`src/rtl/mmio_uart_tx_pkg.sv`:
```
// Shared definitions for the memory-mapped UART transmitter:
// register offsets, STATUS bit positions and the TX state encoding.
package mmio_uart_tx_pkg;

    localparam logic [3:0] OFF_TXDATA = 4'h0;
    localparam logic [3:0] OFF_STATUS = 4'h4;
    localparam logic [3:0] OFF_BAUD   = 4'h8;
    localparam logic [3:0] OFF_RSVD   = 4'hC;

    localparam int ST_BUSY    = 0;
    localparam int ST_FULL    = 1;
    localparam int ST_EMPTY   = 2;
    localparam int ST_OVF     = 3;
    localparam int ST_CNT_LSB = 4;

    typedef enum logic [1:0] {
        S_IDLE  = 2'd0,
        S_START = 2'd1,
        S_DATA  = 2'd2,
        S_STOP  = 2'd3
    } tx_state_e;

    function automatic logic [3:0] sat_count(input logic [31:0] c);
        logic [3:0] r;
        if (c > 32'd15) r = 4'hF;
        else            r = c[3:0];
        return r;
    endfunction

endpackage

```
`src/rtl/mmio_uart_tx_fifo.sv`:
```
// Synchronous TX byte FIFO with combinational head output.
// A push into a full FIFO is accepted when a pop happens in the same cycle.
module uart_tx_fifo #(
    parameter int WIDTH = 8,
    parameter int DEPTH = 8,
    localparam int AW   = $clog2(DEPTH)
) (
    input  logic             clk,
    input  logic             reset,
    input  logic             i_push,
    input  logic             i_pop,
    input  logic [WIDTH-1:0] i_din,
    output logic [WIDTH-1:0] o_dout,
    output logic             o_full,
    output logic             o_empty,
    output logic [AW:0]      o_count
);

    logic [WIDTH-1:0] r_mem [DEPTH];
    logic [AW-1:0]    r_wr_ptr;
    logic [AW-1:0]    r_rd_ptr;
    logic [AW:0]      r_count;
    logic             w_do_push;
    logic             w_do_pop;

    assign o_full    = (r_count == (AW+1)'(DEPTH));
    assign o_empty   = (r_count == '0);
    assign o_count   = r_count;
    assign o_dout    = r_mem[r_rd_ptr];
    assign w_do_pop  = i_pop && !o_empty;
    assign w_do_push = i_push && (!o_full || w_do_pop);

    always_ff @(posedge clk) begin
        if (w_do_push) begin
            r_mem[r_wr_ptr] <= i_din;
        end
    end

    always_ff @(posedge clk) begin
        if (reset) begin
            r_wr_ptr <= '0;
            r_rd_ptr <= '0;
            r_count  <= '0;
        end else begin
            if (w_do_push) r_wr_ptr <= r_wr_ptr + AW'(1);
            if (w_do_pop)  r_rd_ptr <= r_rd_ptr + AW'(1);
            case ({w_do_push, w_do_pop})
                2'b10:   r_count <= r_count + (AW+1)'(1);
                2'b01:   r_count <= r_count - (AW+1)'(1);
                default: r_count <= r_count;
            endcase
        end
    end

endmodule

```
`src/rtl/mmio_uart_tx.sv`:
```
// Memory-mapped 8N1 UART transmitter: bus decode, registers and the
// serialiser FSM; bytes are queued in uart_tx_fifo.
module mmio_uart_tx
    import mmio_uart_tx_pkg::*;
#(
    parameter logic [31:0] BASE_ADDR   = 32'h1001_0020,
    parameter int          FIFO_DEPTH  = 8,
    parameter int          DIV_WIDTH   = 16,
    parameter int          DEFAULT_DIV = 868,
    localparam int         AW          = $clog2(FIFO_DEPTH)
) (
    input  logic        clk,
    input  logic        reset,
    input  logic        mem_write_i,
    input  logic        mem_read_i,
    input  logic [31:0] address_i,
    input  logic [31:0] write_data_i,
    output logic [31:0] read_data_o,
    output logic        sel_o,
    output logic        tx_o,
    output logic        irq_o
);

    tx_state_e            r_state;
    tx_state_e            w_state_n;
    logic [7:0]           r_shift;
    logic [7:0]           w_shift_n;
    logic [DIV_WIDTH-1:0] r_period;
    logic [DIV_WIDTH-1:0] w_period_n;
    logic [DIV_WIDTH-1:0] r_bcnt;
    logic [DIV_WIDTH-1:0] w_bcnt_n;
    logic [2:0]           r_bit;
    logic [2:0]           w_bit_n;
    logic                 r_tx;
    logic                 w_tx_n;
    logic                 r_irq;
    logic [DIV_WIDTH-1:0] r_baud;
    logic                 r_ovf;

    logic                 w_sel;
    logic [3:0]           w_off;
    logic                 w_wr;
    logic                 w_push_req;
    logic                 w_push_ok;
    logic                 w_pop;
    logic                 w_tick;
    logic [7:0]           w_dout;
    logic                 w_full;
    logic                 w_empty;
    logic [AW:0]          w_count;
    logic [7:0]           w_status;
    logic [31:0]          w_rdata;
    logic [DIV_WIDTH-1:0] w_div_wr;
    logic                 w_unused;

    assign w_sel      = (address_i[31:4] == BASE_ADDR[31:4]);
    assign w_off      = {address_i[3:2], 2'b00};
    assign w_wr       = mem_write_i && w_sel;
    assign w_push_req = w_wr && (w_off == OFF_TXDATA);
    assign w_push_ok  = w_push_req && (!w_full || w_pop);
    assign w_div_wr   = write_data_i[DIV_WIDTH-1:0];
    assign w_unused   = ^{address_i[1:0], write_data_i};

    assign sel_o       = w_sel;
    assign read_data_o = w_rdata;
    assign tx_o        = r_tx;
    assign irq_o       = r_irq;

    uart_tx_fifo #(
        .WIDTH (8),
        .DEPTH (FIFO_DEPTH)
    ) u_fifo (
        .clk     (clk),
        .reset   (reset),
        .i_push  (w_push_ok),
        .i_pop   (w_pop),
        .i_din   (write_data_i[7:0]),
        .o_dout  (w_dout),
        .o_full  (w_full),
        .o_empty (w_empty),
        .o_count (w_count)
    );

    always_comb begin
        w_status             = '0;
        w_status[ST_BUSY]    = (r_state != S_IDLE);
        w_status[ST_FULL]    = w_full;
        w_status[ST_EMPTY]   = w_empty;
        w_status[ST_OVF]     = r_ovf;
        w_status[7:ST_CNT_LSB] = sat_count(32'(w_count));
    end

    always_comb begin
        w_rdata = '0;
        if (mem_read_i && w_sel) begin
            case (w_off)
                OFF_STATUS: w_rdata = {24'b0, w_status};
                OFF_BAUD:   w_rdata = 32'(r_baud);
                default:    w_rdata = '0;
            endcase
        end
    end

    always_comb begin
        w_state_n  = r_state;
        w_shift_n  = r_shift;
        w_period_n = r_period;
        w_bcnt_n   = r_bcnt;
        w_bit_n    = r_bit;
        w_pop      = 1'b0;
        w_tick     = (r_bcnt == r_period - DIV_WIDTH'(1));
        unique case (r_state)
            S_IDLE: begin
                if (!w_empty) begin
                    w_pop      = 1'b1;
                    w_shift_n  = w_dout;
                    w_period_n = r_baud;
                    w_bcnt_n   = '0;
                    w_state_n  = S_START;
                end
            end
            S_START: begin
                if (w_tick) begin
                    w_bcnt_n  = '0;
                    w_bit_n   = '0;
                    w_state_n = S_DATA;
                end else begin
                    w_bcnt_n = r_bcnt + DIV_WIDTH'(1);
                end
            end
            S_DATA: begin
                if (w_tick) begin
                    w_bcnt_n  = '0;
                    w_shift_n = {1'b0, r_shift[7:1]};
                    if (r_bit == 3'd7) w_state_n = S_STOP;
                    else               w_bit_n   = r_bit + 3'd1;
                end else begin
                    w_bcnt_n = r_bcnt + DIV_WIDTH'(1);
                end
            end
            S_STOP: begin
                if (w_tick) begin
                    w_bcnt_n = '0;
                    // Chain straight into the next start bit when more data waits.
                    if (!w_empty) begin
                        w_pop      = 1'b1;
                        w_shift_n  = w_dout;
                        w_period_n = r_baud;
                        w_state_n  = S_START;
                    end else begin
                        w_state_n = S_IDLE;
                    end
                end else begin
                    w_bcnt_n = r_bcnt + DIV_WIDTH'(1);
                end
            end
            default: w_state_n = S_IDLE;
        endcase
        unique case (w_state_n)
            S_START: w_tx_n = 1'b0;
            S_DATA:  w_tx_n = w_shift_n[0];
            default: w_tx_n = 1'b1;
        endcase
    end

    always_ff @(posedge clk) begin
        if (reset) begin
            r_state  <= S_IDLE;
            r_shift  <= '0;
            r_period <= DIV_WIDTH'(DEFAULT_DIV);
            r_bcnt   <= '0;
            r_bit    <= '0;
            r_tx     <= 1'b1;
            r_irq    <= 1'b1;
        end else begin
            r_state  <= w_state_n;
            r_shift  <= w_shift_n;
            r_period <= w_period_n;
            r_bcnt   <= w_bcnt_n;
            r_bit    <= w_bit_n;
            r_tx     <= w_tx_n;
            // Entering IDLE implies the FIFO is empty unless a push lands now.
            r_irq    <= (w_state_n == S_IDLE) && !w_push_ok;
        end
    end

    always_ff @(posedge clk) begin
        if (reset) begin
            r_baud <= DIV_WIDTH'(DEFAULT_DIV);
            r_ovf  <= 1'b0;
        end else begin
            if (w_wr && (w_off == OFF_BAUD)) begin
                r_baud <= (w_div_wr == '0) ? DIV_WIDTH'(1) : w_div_wr;
            end
            if (w_push_req && !w_push_ok) begin
                r_ovf <= 1'b1;
            end else if (w_wr && (w_off == OFF_STATUS) && write_data_i[ST_OVF]) begin
                r_ovf <= 1'b0;
            end
        end
    end

endmodule
```
`config.mk`:
```
export PLATFORM = sky130hd
export DESIGN_NAME = mmio_uart_tx
export DESIGN_NICKNAME = d
export VERILOG_FILES = /design/src/rtl/mmio_uart_tx_pkg.sv /design/src/rtl/mmio_uart_tx_fifo.sv /design/src/rtl/mmio_uart_tx.sv
export SDC_FILE = /design/constraint.sdc
export NUM_CORES = 1
export LEC_CHECK = 0
export CORE_ASPECT_RATIO = 0.75
export CORE_UTILIZATION = 50
export DETAILED_ROUTE_END_ITERATION = 6
export PLACE_DENSITY = 0.81
export SYNTH_ARGS = -nofsm -noshare
export SYNTH_HDL_FRONTEND = slang
export SYNTH_HIERARCHICAL = 1
export SYNTH_SLANG_ARGS = --single-unit
```
`constraint.sdc`:
```
create_clock -name clk -period 4.6 [get_ports clk]
set_clock_uncertainty 0.1 [all_clocks]
set_input_delay 1.38 -clock clk [delete_from_list [all_inputs] [get_ports clk]]
set_output_delay 1.38 -clock clk [all_outputs]
set_load 0.01 [all_outputs]
```
==> run_results.csv, run 1 <==
group,metric,value,unit
worst_setup_path,crit_buf_inv,10,
run_status,status,"finished clean",
min_path,timing.hold.worst.start,"r_ovf$_SDFFE_PP0P_",
sta,timing.final.ws_setup,0.0282,ns
power_and_ir_drop,power_report.internal_total,2.05,mW
power_and_ir_drop,power.share.clock,47.2,%
sta,timing.slew.headroom,38.4,%
power_and_ir_drop,pwr_total,2.65,mW
floorplanning,core_region_area,14500,µm²
final_layout,post-route-cell-area,9130,µm²
grt,pin_count_of_the_biggest_net_entering_global_routing,51,
clock_network,clock_tree.htree_level_count,4,
clock_network,tritoncts_clock_tree,"yes",
detailed_routing,drt_iter0_drc,496,
clock_network,clk_path_buf_depth,2,
worst_setup_path,cp-end-kind,"flop",
power_and_ir_drop,switching_share,22.4,%
synth,synth.cell_area,7420,µm²
final_layout,post-route-util,63.2,%
grt,number_of_antenna_violations_at_the_first_check_in_global_routing,0,
final_layout,antenna_cells_inserted,0,
worst_setup_path,worst_ep_required_time,4.83,ns
final_layout,finish.cell_count_without_fillers,994,
flow_run,maxCapViolCount,0,
floorplanning,initial_standard_cell_utilization_of_the_core,51.3,%
worst_setup_path,crit_path_top_delay_cell,"sky130_fd_sc_hd__clkdlybuf4s50_1",
placement,hpwlAfterDp,12.9,mm
worst_setup_path,timing.rr.start,"r_period[0]$_SDFFE_PP0P_",
placement,pre_cts_slack,-0.407,ns
synth,synth.yosys.seq_area_share,46.7,%
synth,synthesized_instance_count,686,
detailed_routing,detail_route.drc_violations,0,
sta,final_setup_violation_count,0,
floorplanning,design.portCount,103,
placement,globalplace.congestion,0.948,
power_and_ir_drop,power.density,290,nW/µm²
worst_setup_path,cp_cell_sequence,"clkdlybuf4s50_1 -> nor4_2 -> nand4_1 -> nor2_4 -> buf_4 -> buf_4 -> buf_4 -> buf_4 -> buf_4 -> buf_4 -> buf_4 -> buf_4 -> and3_4 -> o21a_1 -> or2_4 -> inv_2 -> ha_1 -> nand3_2 -> nor4bb_4 -> o21bai_1 -> a31oi_1",
detailed_routing,drt_pass1_iterations,7,
power_and_ir_drop,leakagePower,3.52,nW
grt,first_pass_grt_wire_length,28.9,mm
worst_setup_path,startpoint_type,"input pin",
sta,worst_pin_slew,0.918,ns
min_path,holdCritPathClass,"reg -> reg",
final_layout,fillCellCount,1088,
placement,placed_cells_incl_taps,951,
synth,syn_area_per_cell,10.8,µm²
grt,via_count_of_the_first_global_routing_pass,5788,
detailed_routing,drt_wl_total,18.3,mm
detailed_routing,drtAntennaViolNets,0,
worst_setup_path,crit_type,"in -> reg",
synth,synthDistinctLibCells,80,
detailed_routing,detailroute.via_count,5844,
clock_network,clock-root-buffer,"sky130_fd_sc_hd__clkbuf_16",
detailed_routing,drt-wirelength-per-cell,18.4,µm
final_layout,share_of_layout_cells_above_drive_strength_1,19.0,%
synth,ys.warnings.count,6,
sta,timing_hold_violations_final,0,
sta,period_minus_slack,4.57,ns
placement,port-buffer-count,68,
synth,ys_ff_latch,141,
placement,placedInstanceArea,8360,µm²
clock_network,path_clk_slew,0.06,ns
power_and_ir_drop,pwr-share-seq,49.5,%
worst_setup_path,critical-path-top-cell-by-count,"sky130_fd_sc_hd__buf_4",
synth,synth_top_flop_cell,"sky130_fd_sc_hd__dfxtp_1",
worst_setup_path,worstSetupStartpoint,"address_i[17]",
worst_setup_path,worst-path-max-fanout,4,
floorplanning,floorplan.rows,38,
final_layout,area_growth,23.1,%
sta,finalMaxSlewViolations,0,
detailed_routing,route.detailed.vias_per_inst,5.88,
grt,grt_util_all_layers,25.0,%
floorplanning,floorplan.die.width,143,µm
clock_network,cts-buffers-inserted,17,
power_and_ir_drop,switchingPower,0.594,mW
floorplanning,die-area,15300,µm²
floorplanning,vertical_die_dimension,108,µm
worst_setup_path,critical_path.top_delay_family,"buffers and inverters",
sta,setup_total_negative_slack,0,ns
final_layout,layout.nets,867,
clock_network,worstSkewPairLatency,0.42,ns
synth,asyncSetResetFlopFracSynth,0,%
sta,finalCritPeriodShare,99.4,%
grt,grt_overflow_total,0,
power_and_ir_drop,p_comb_share,3.3,%
clock_network,clkSinkCount,141,
worst_setup_path,crit_arrival,4.80,ns
synth,synth_enable_flop_cells,64,
power_and_ir_drop,largest_vdd_supply_drop,0.290,mV
worst_setup_path,cp_slowest_stage_delay,0.48,ns
sta,fmax,0.219,GHz
sta,holdWs,0.380,ns
-- layer usage --
metal	wire [µm]	global-route usage [%]	vias up	share of wire, %
met3	1410	6.81	12	7.7
li1	-	-	2709	-
met5	0	0	-	0
met4	141	7.83	0	0.77
met2	8760	39.4	257	48
met1	7990	33.3	2866	44
-- cell type report --
class,count,area (µm²),share of cell area [%]
clock buffer,19,433,4.74
tap,200,250,2.74
clock inverter,13,108,1.18
sequential,141,3460,37.9
timing repair buffer,115,1050,11.5
inverter,18,67.6,0.740
multi-input combinational,488,3760,41.2
-- cells in the mapped netlist, drive strengths merged, types with 3 or more instances --
cell / n / area share [%]
buf: 30 / 3.2
xor2: 13 / 1.5
nor4b: 4 / 0.56
nand4: 5 / 0.62
edfxtp: 64 / 26
mux4: 16 / 5.4
nand2b: 8 / 0.67
a221o: 5 / 0.67
mux2: 10 / 1.5
nand3b: 10 / 1.0
a32oi: 3 / 0.35
nor2b: 12 / 1.0
and2: 10 / 0.84
a22oi: 11 / 1.1
a211o: 5 / 0.59
or2: 3 / 0.25
nand2: 32 / 1.7
a31oi: 5 / 0.42
or4: 3 / 0.46
a211oi: 9 / 1.1
xnor2: 10 / 1.2
clkbuf: 24 / 1.2
and3: 16 / 1.3
nand3: 15 / 1.0
o211ai: 7 / 0.71
a221oi: 4 / 0.64
or3: 4 / 0.40
nor2: 74 / 3.7
inv: 18 / 0.91
dfxtp: 77 / 21
ha: 17 / 2.9
o21ai: 34 / 2.6
nor3: 19 / 1.3
nor3b: 6 / 0.74
nor4: 13 / 1.3
mux2i: 32 / 4.3
a21oi: 30 / 2.0
-- tightest hold or removal path, cell delays in order (launching register included) --
cell	delay [ns]
sky130_fd_sc_hd__dfxtp_1	0.31
sky130_fd_sc_hd__o21ai_0	0.07
sky130_fd_sc_hd__a21oi_1	0.06
-- timing repair --
action / CTS / global route
gates resized for setup: 48 / 44
hold buffers: 0 / 0
pin swaps: 7 / 15
buffers inserted: 11 / 0
setup endpoints to repair: 18 / 28
-- flip-flops by register name (all words and copies together) (netlist names), 2 cells and up, named ones only --
signal           cells
r_period            16
u_fifo/r_rd_ptr      3
r_bit                3
r_bcnt              16
r_shift              8
u_fifo/o_count       4
u_fifo/r_wr_ptr      3
u_fifo/r_mem        64
r_baud              16
r_state              2
-- cells in the final DEF, fill, tap and decap left out, types with 17 or more instances in the layout --
| cell | netlist | routed |
|---|---|---|
| sky130_fd_sc_hd__a21oi_1 | 30 | 29 |
| sky130_fd_sc_hd__buf_4 | 17 | 46 |
| sky130_fd_sc_hd__clkbuf_16 | 0 | 17 |
| sky130_fd_sc_hd__clkdlybuf4s50_1 | 0 | 29 |
| sky130_fd_sc_hd__dfxtp_1 | 77 | 77 |
| sky130_fd_sc_hd__dlymetal6s2s_1 | 0 | 22 |
| sky130_fd_sc_hd__edfxtp_1 | 64 | 64 |
| sky130_fd_sc_hd__inv_1 | 18 | 17 |
| sky130_fd_sc_hd__mux2i_1 | 32 | 32 |
| sky130_fd_sc_hd__nand2_1 | 31 | 31 |
| sky130_fd_sc_hd__nor2_1 | 74 | 70 |
| sky130_fd_sc_hd__nor3_1 | 18 | 17 |
| sky130_fd_sc_hd__o21ai_0 | 20 | 20 |
-- worst paths after layout --
path / end / slack, ns / cells after the start
worst max-delay path: u_fifo/o_count[3]$_SDFFE_PP0P_ / 0.03 / 21
worst max register to register: u_fifo/o_count[3]$_SDFFE_PP0P_ / 0.19 / 16
worst min-delay path: r_ovf$_SDFFE_PP0P_ / 0.38 / 2
worst min register to register: r_ovf$_SDFFE_PP0P_ / 0.38 / 2
-- cells by family after synthesis --
family / after synthesis / synth area share [%]
AO/OA/AOI/OAI: 132 / 12.7
XOR/XNOR: 25 / 3.36
adder cells (fa/ha/maj): 18 / 3.14
buffers and inverters: 72 / 5.31
flip-flops: 141 / 46.7
multiplexers: 58 / 11.2
other: 1 / 0.0505
AND/OR/NAND/NOR: 239 / 17.6
-- power groups by stage --
stage / logic [mW] / registers [mW] / clock network, mW
6_report: 0.0877 / 1.31 / 1.25
5_1_grt: 0.0947 / 1.31 / 1.32
4_1_cts: 0.0859 / 1.31 / 1.26
3_5_place_dp: 0.0844 / 1.34 / 0
3_3_place_gp: 0.0817 / 1.34 / 0
2_1_floorplan: 0.0317 / 1.34 / 0
No activity file was read; power rests on OpenSTA's default activity.
==> run 2, diff against run 1 <==
--- a/config.mk
+++ b/config.mk
@@ -7,6 +7,7 @@
 export LEC_CHECK = 0
 export CORE_ASPECT_RATIO = 0.75
 export CORE_UTILIZATION = 50
+export CTS_BUF_LIST = sky130_fd_sc_hd__clkbuf_16
 export DETAILED_ROUTE_END_ITERATION = 6
 export PLACE_DENSITY = 0.81
 export SYNTH_ARGS = -nofsm -noshare
==> run 2 against run 1 <==
  * Worst hold slack barely moved
  * Power fell by 0.12%
  * Wire length barely moved
  * Global-route usage did not move
==> run_results.csv, run 2 (same netlist as run 1, synthesis figures left out) <==
group,metric,value,unit
run_status,status,"finished clean",
final_layout,fillCellCount,1088,
grt,number_of_antenna_violations_at_the_first_check_in_global_routing,0,
worst_setup_path,crit_arrival,4.80,ns
sta,worst_pin_slew,0.906,ns
power_and_ir_drop,power.share.clock,47.2,%
detailed_routing,detailroute.via_count,5857,
grt,via_count_of_the_first_global_routing_pass,5788,
worst_setup_path,crit_type,"in -> reg",
detailed_routing,drt_iter0_drc,497,
power_and_ir_drop,switching_share,22.5,%
sta,period_minus_slack,4.57,ns
sta,timing.final.ws_setup,0.0328,ns
final_layout,multi_input_comb_area,3760,µm²
floorplanning,floorplan.rows,38,
power_and_ir_drop,p_comb_share,3.3,%
floorplanning,initial_standard_cell_utilization_of_the_core,51.3,%
clock_network,cts-buffers-inserted,17,
worst_setup_path,worst-path-max-fanout,4,
power_and_ir_drop,pwr-share-seq,49.5,%
final_layout,max_flop_register,"u_fifo/r_mem",
detailed_routing,detail_route.drc_violations,0,
placement,port-buffer-count,68,
clock_network,clock-root-buffer,"sky130_fd_sc_hd__clkbuf_16",
clock_network,clkSinkCount,141,
clock_network,tritoncts_clock_tree,"yes",
floorplanning,vertical_die_dimension,108,µm
power_and_ir_drop,power_report.internal_total,2.05,mW
final_layout,layout.cells.most_common_list,"sky130_fd_sc_hd__dfxtp_1, sky130_fd_sc_hd__nor2_1, sky130_fd_sc_hd__edfxtp_1, sky130_fd_sc_hd__buf_4, sky130_fd_sc_hd__mux2i_1",
floorplanning,floorplan.die.width,143,µm
sta,final_setup_violation_count,0,
final_layout,share_of_layout_cells_above_drive_strength_1,19.0,%
worst_setup_path,cp-end-kind,"flop",
final_layout,layout.nets,867,
clock_network,path_clk_slew,0.06,ns
grt,grt_overflow_total,0,
worst_setup_path,r2r_slack,0.19,ns
sta,timing.slew.headroom,39.2,%
final_layout,area_growth,23.1,%
grt,first_pass_grt_wire_length,28.9,mm
min_path,holdCritPathClass,"reg -> reg",
clock_network,clk_path_buf_depth,2,
placement,hpwlAfterDp,12.9,mm
sta,timing_hold_violations_final,0,
sta,fmax,0.219,GHz
floorplanning,design.portCount,103,
floorplanning,die-area,15300,µm²
power_and_ir_drop,power.density,289,nW/µm²
grt,pin_count_of_the_biggest_net_entering_global_routing,51,
power_and_ir_drop,largest_vdd_supply_drop,0.288,mV
detailed_routing,drtAntennaViolNets,0,
sta,finalCritPeriodShare,99.3,%
clock_network,clock_tree.htree_level_count,4,
detailed_routing,route.detailed.vias_per_inst,5.89,
worst_setup_path,worst_ep_required_time,4.83,ns
detailed_routing,drt_pass1_iterations,7,
final_layout,layout.cells.most_common,"sky130_fd_sc_hd__dfxtp_1",
detailed_routing,drt_wl_total,18.3,mm
power_and_ir_drop,pwr_total,2.64,mW
placement,globalplace.congestion,0.948,
final_layout,antenna_cells_inserted,0,
flow_run,maxCapViolCount,0,
final_layout,seqCellArea,3460,µm²
grt,grt_util_all_layers,25.0,%
placement,pre_cts_slack,-0.407,ns
sta,finalMaxSlewViolations,0,
power_and_ir_drop,switchingPower,0.595,mW
worst_setup_path,startpoint_type,"input pin",
floorplanning,core_region_area,14500,µm²
clock_network,worstSkewPairLatency,0.42,ns
detailed_routing,drt-wirelength-per-cell,18.4,µm
power_and_ir_drop,leakagePower,3.53,nW
sta,setup_total_negative_slack,0,ns
final_layout,largest_reg_flops,64,
run 2: layout make-up:
type,instances,share of cell area [%]
clock buffer,17,4.66
clock inverter,15,1.26
inverter,18,0.740
multi-input combinational,488,41.2
sequential,141,37.9
tap,200,2.74
timing repair buffer,115,11.5
run 2: metal layers:
layer / up-vias / GRT usage [%] / share of wire, %
met5: - / 0 / 0
met4: 0 / 7.83 / 0.93
met3: 20 / 6.81 / 7.3
met2: 250 / 39.4 / 48
met1: 2878 / 33.3 / 44
li1: 2709 / - / -
run 2: critical path, cell delays in order:
cell and delay [ns]:
sky130_fd_sc_hd__clkdlybuf4s50_1 0.48, sky130_fd_sc_hd__nor4_2 0.04, sky130_fd_sc_hd__nand4_1 0.17, sky130_fd_sc_hd__nor2_4 0.07
sky130_fd_sc_hd__buf_4 0.13, sky130_fd_sc_hd__buf_4 0.12, sky130_fd_sc_hd__buf_4 0.12, sky130_fd_sc_hd__buf_4 0.12
sky130_fd_sc_hd__buf_4 0.12, sky130_fd_sc_hd__buf_4 0.12, sky130_fd_sc_hd__buf_4 0.12, sky130_fd_sc_hd__buf_4 0.13
sky130_fd_sc_hd__and3_4 0.18, sky130_fd_sc_hd__o21a_1 0.11, sky130_fd_sc_hd__or2_4 0.27, sky130_fd_sc_hd__inv_2 0.08
sky130_fd_sc_hd__ha_1 0.24, sky130_fd_sc_hd__nand3_2 0.12, sky130_fd_sc_hd__nor4bb_4 0.35, sky130_fd_sc_hd__o21bai_1 0.15
sky130_fd_sc_hd__a31oi_1 0.19
run 2: worst paths after layout:
path                                          startpoint                              to  cells after the start
worst max register to register  r_period[0]$_SDFFE_PP0P_  u_fifo/o_count[3]$_SDFFE_PP0P_                     16
worst min-delay path                  r_ovf$_SDFFE_PP0P_              r_ovf$_SDFFE_PP0P_                      2
worst max-delay path                       address_i[17]  u_fifo/o_count[3]$_SDFFE_PP0P_                     21
worst min register to register        r_ovf$_SDFFE_PP0P_              r_ovf$_SDFFE_PP0P_                      2
run 2: power groups by stage:
stage | Sequential, mW | Combinational (mW) | Clock (mW)
5_1_grt | 1.31 | 0.0947 | 1.32
2_1_floorplan | 1.34 | 0.0317 | 0
6_report | 1.31 | 0.0876 | 1.25
3_5_place_dp | 1.34 | 0.0844 | 0
3_3_place_gp | 1.34 | 0.0817 | 0
4_1_cts | 1.31 | 0.0859 | 1.26
run 2: repair_timing:
action                     in CTS  in global routing
hold buffers                    0                  0
setup endpoints to repair      18                 28
setup buffers                  11                  0
resized for setup              48                 44
pin swaps                       7                 15
run 2: per-stage QoR:
stage | instance area, µm² | std cells | hold slack (ns) | utilization [%]
3_5_place_dp | 8360 | 951 | 0.371 | 57.8
4_1_cts | 9030 | 994 | 0.379 | 62.4
6_report | 9130 | 994 | 0.380 | 63.2
5_1_grt | 9130 | 994 | 0.402 | 63.2
2_1_floorplan | 7490 | 701 | 0.345 | -
3_3_place_gp | 8360 | 951 | 0.355 | 57.8
==> run 3, diff against run 2 <==
--- a/config.mk
+++ b/config.mk
@@ -5,11 +5,13 @@
 export SDC_FILE = /design/constraint.sdc
 export NUM_CORES = 1
 export LEC_CHECK = 0
+export ABC_CLOCK_PERIOD_IN_PS = 4600
 export CORE_ASPECT_RATIO = 0.75
-export CORE_UTILIZATION = 50
+export CORE_UTILIZATION = 58
 export CTS_BUF_LIST = sky130_fd_sc_hd__clkbuf_16
 export DETAILED_ROUTE_END_ITERATION = 6
-export PLACE_DENSITY = 0.81
+export DONT_BUFFER_PORTS = 1
+export PLACE_DENSITY = 0.8
 export SYNTH_ARGS = -nofsm -noshare
 export SYNTH_HDL_FRONTEND = slang
 export SYNTH_HIERARCHICAL = 1
==> run 3 against run 2 <==
  * Cell count shrank 12%
  * Non-clock buffer count shrank 87
  * Power grew 0.88%
  * Critical endpoint unchanged
  * Largest power group is now the clock network
==> run_results.csv, run 3 (same netlist as run 1, synthesis figures left out) <==
group,metric,value,unit
run_status,status,"finished clean",
final_layout,antenna_cells_inserted,0,
worst_setup_path,crit_type,"reg -> reg",
power_and_ir_drop,power.density,326,nW/µm²
clock_network,clock-root-buffer,"sky130_fd_sc_hd__clkbuf_16",
grt,pin_count_of_the_biggest_net_entering_global_routing,64,
floorplanning,die-area,13300,µm²
detailed_routing,drt_wl_total,17.7,mm
sta,timing_hold_violations_final,0,
detailed_routing,detail_route.drc_violations,0,
detailed_routing,drt_iter0_drc,616,
floorplanning,floorplan.rows,35,
sta,worst_pin_slew,0.897,ns
placement,globalplace.congestion,0.960,
final_layout,max_flop_register,"u_fifo/r_mem",
final_layout,layout.cells.most_common_list,"sky130_fd_sc_hd__dfxtp_1, sky130_fd_sc_hd__nor2_1, sky130_fd_sc_hd__edfxtp_1, sky130_fd_sc_hd__mux2i_1, sky130_fd_sc_hd__nand2_1",
clock_network,clkSinkCount,141,
clock_network,cts_setup_buffers,0,
detailed_routing,route.detailed.vias_per_inst,6.35,
floorplanning,vertical_die_dimension,100,µm
clock_network,cts.hold.buffers_added,0,
placement,pre_cts_slack,0.272,ns
power_and_ir_drop,largest_vdd_supply_drop,0.219,mV
clock_network,ctsResizeCount,0,
grt,first_pass_grt_wire_length,28.1,mm
detailed_routing,detailroute.via_count,5546,
floorplanning,initial_standard_cell_utilization_of_the_core,59.9,%
sta,timing.final.ws_setup,0.222,ns
grt,grt_util_all_layers,27.8,%
flow_run,maxCapViolCount,0,
floorplanning,design.portCount,103,
placement,port-buffer-count,0,
min_path,hold_path_depth,2,
clock_network,path_clk_slew,0.06,ns
sta,fmax,0.228,GHz
sta,finalCritPeriodShare,95.2,%
min_path,holdCritPathClass,"reg -> reg",
power_and_ir_drop,leakagePower,2.93,nW
detailed_routing,drt-wirelength-per-cell,20.3,µm
clock_network,worstSkewPairLatency,0.42,ns
final_layout,layout.nets,780,
clock_network,tritoncts_clock_tree,"yes",
final_layout,area_growth,10.1,%
worst_setup_path,startpoint_type,"flop",
sta,period_minus_slack,4.38,ns
grt,grt_overflow_total,0,
sta,grt_setup_unrepaired,"false",
sta,final_setup_violation_count,0,
final_layout,largest_reg_flops,64,
clock_network,clock_tree.htree_level_count,4,
detailed_routing,drt_pass1_iterations,5,
worst_setup_path,crit_arrival,4.62,ns
final_layout,finish.cell_count_without_fillers,873,
placement,placed_cells_incl_taps,841,
sta,finalMaxSlewViolations,0,
clock_network,clk_path_buf_depth,2,
sta,setup_total_negative_slack,0,ns
detailed_routing,drtAntennaViolNets,0,
worst_setup_path,worst-path-max-fanout,7,
sta,timing.slew.headroom,40.0,%
floorplanning,floorplan.die.width,133,µm
placement,hpwlAfterDp,12.4,mm
grt,number_of_antenna_violations_at_the_first_check_in_global_routing,0,
worst_setup_path,worst_ep_required_time,4.84,ns
final_layout,share_of_layout_cells_above_drive_strength_1,15.0,%
worst_setup_path,timing.reg2reg.worst_path_depth,16,
floorplanning,core_region_area,12400,µm²
grt,via_count_of_the_first_global_routing_pass,5345,
final_layout,layout.cells.most_common,"sky130_fd_sc_hd__dfxtp_1",
clock_network,cts-buffers-inserted,17,
worst_setup_path,cp-end-kind,"flop",
[run 3: cell count changes in the layout (fill, tap and decap cells not counted), moves of 4 or more]
cell,change
sky130_fd_sc_hd__dlymetal6s2s_1,-22
sky130_fd_sc_hd__buf_4,-18
sky130_fd_sc_hd__clkbuf_2,-5
sky130_fd_sc_hd__nor2_1,+4
sky130_fd_sc_hd__clkdlybuf4s15_2,-4
sky130_fd_sc_hd__clkdlybuf4s50_1,-29
sky130_fd_sc_hd__dlygate4sd2_1,-4
sky130_fd_sc_hd__buf_2,-4
[run 3: final timing paths]
kind                                               start                             end  slack, ns
worst max-delay path            r_period[5]$_SDFFE_PP1P_  u_fifo/o_count[3]$_SDFFE_PP0P_       0.22
worst min-delay path                  r_ovf$_SDFFE_PP0P_              r_ovf$_SDFFE_PP0P_       0.38
worst max register to register  r_period[5]$_SDFFE_PP1P_  u_fifo/o_count[3]$_SDFFE_PP0P_       0.22
worst min register to register        r_ovf$_SDFFE_PP0P_              r_ovf$_SDFFE_PP0P_       0.38
[run 3: area by class of cell]
class | count | area, µm²
multi-input cells | 488 | 3640
fillers | 908 | 4220
well taps | 166 | 208
inverters | 18 | 67.6
clock buffers | 17 | 425
flip-flops and latches | 141 | 3460
repair buffers | 28 | 210
clock inverters | 15 | 153
[run 3: report_power, final]
part / switching, mW / internal [mW] / leakage (nW)
combinational: 0.0135 / 0.00512 / 1.47
clock: 0.578 / 0.761 / 0.271
sequential: 0.000000000130 / 1.31 / 1.20
total: 0.591 / 2.07 / 2.93
[run 3: through the flow]
step / total power [mW] / area [µm²] / hold WS, ns / util, %
finish: 2.67 / 8170 / 0.379 / 65.9
global route: 2.73 / 8170 / 0.392 / 65.9
CTS: 2.68 / 8160 / 0.371 / 65.8
detailed placement: 1.35 / 7580 / 0.363 / 61.2
global placement: 1.35 / 7580 / 0.349 / 61.2
floorplan: 1.37 / 7490 / 0.345 / -
[run 3: layer usage]
layer  global-route usage (%)  part of all wire [%]  vias to the layer above
met5                        0                     0                        -
li1                         -                     -                     2540
met2                     43.3                    45                      307
met3                     6.67                   9.1                       27
met1                     38.6                    44                     2672
met4                     9.02                   1.4                        0
[run 3: worst max-delay path, stage by stage, from the launching register on]
cell	delay (ns)
sky130_fd_sc_hd__dfxtp_1	0.39
sky130_fd_sc_hd__or3_4	0.45
sky130_fd_sc_hd__nor4_4	0.40
sky130_fd_sc_hd__a31oi_1	0.21
sky130_fd_sc_hd__nor4b_2	0.43
sky130_fd_sc_hd__nand4_4	0.17
sky130_fd_sc_hd__o31a_1	0.34
sky130_fd_sc_hd__nor3_2	0.13
sky130_fd_sc_hd__buf_4	0.16
sky130_fd_sc_hd__o21ai_2	0.06
sky130_fd_sc_hd__or2_2	0.30
sky130_fd_sc_hd__inv_1	0.08
sky130_fd_sc_hd__ha_1	0.26
sky130_fd_sc_hd__a21oi_2	0.24
sky130_fd_sc_hd__nor4bb_1	0.31
sky130_fd_sc_hd__o21bai_1	0.12
sky130_fd_sc_hd__a31oi_1	0.14
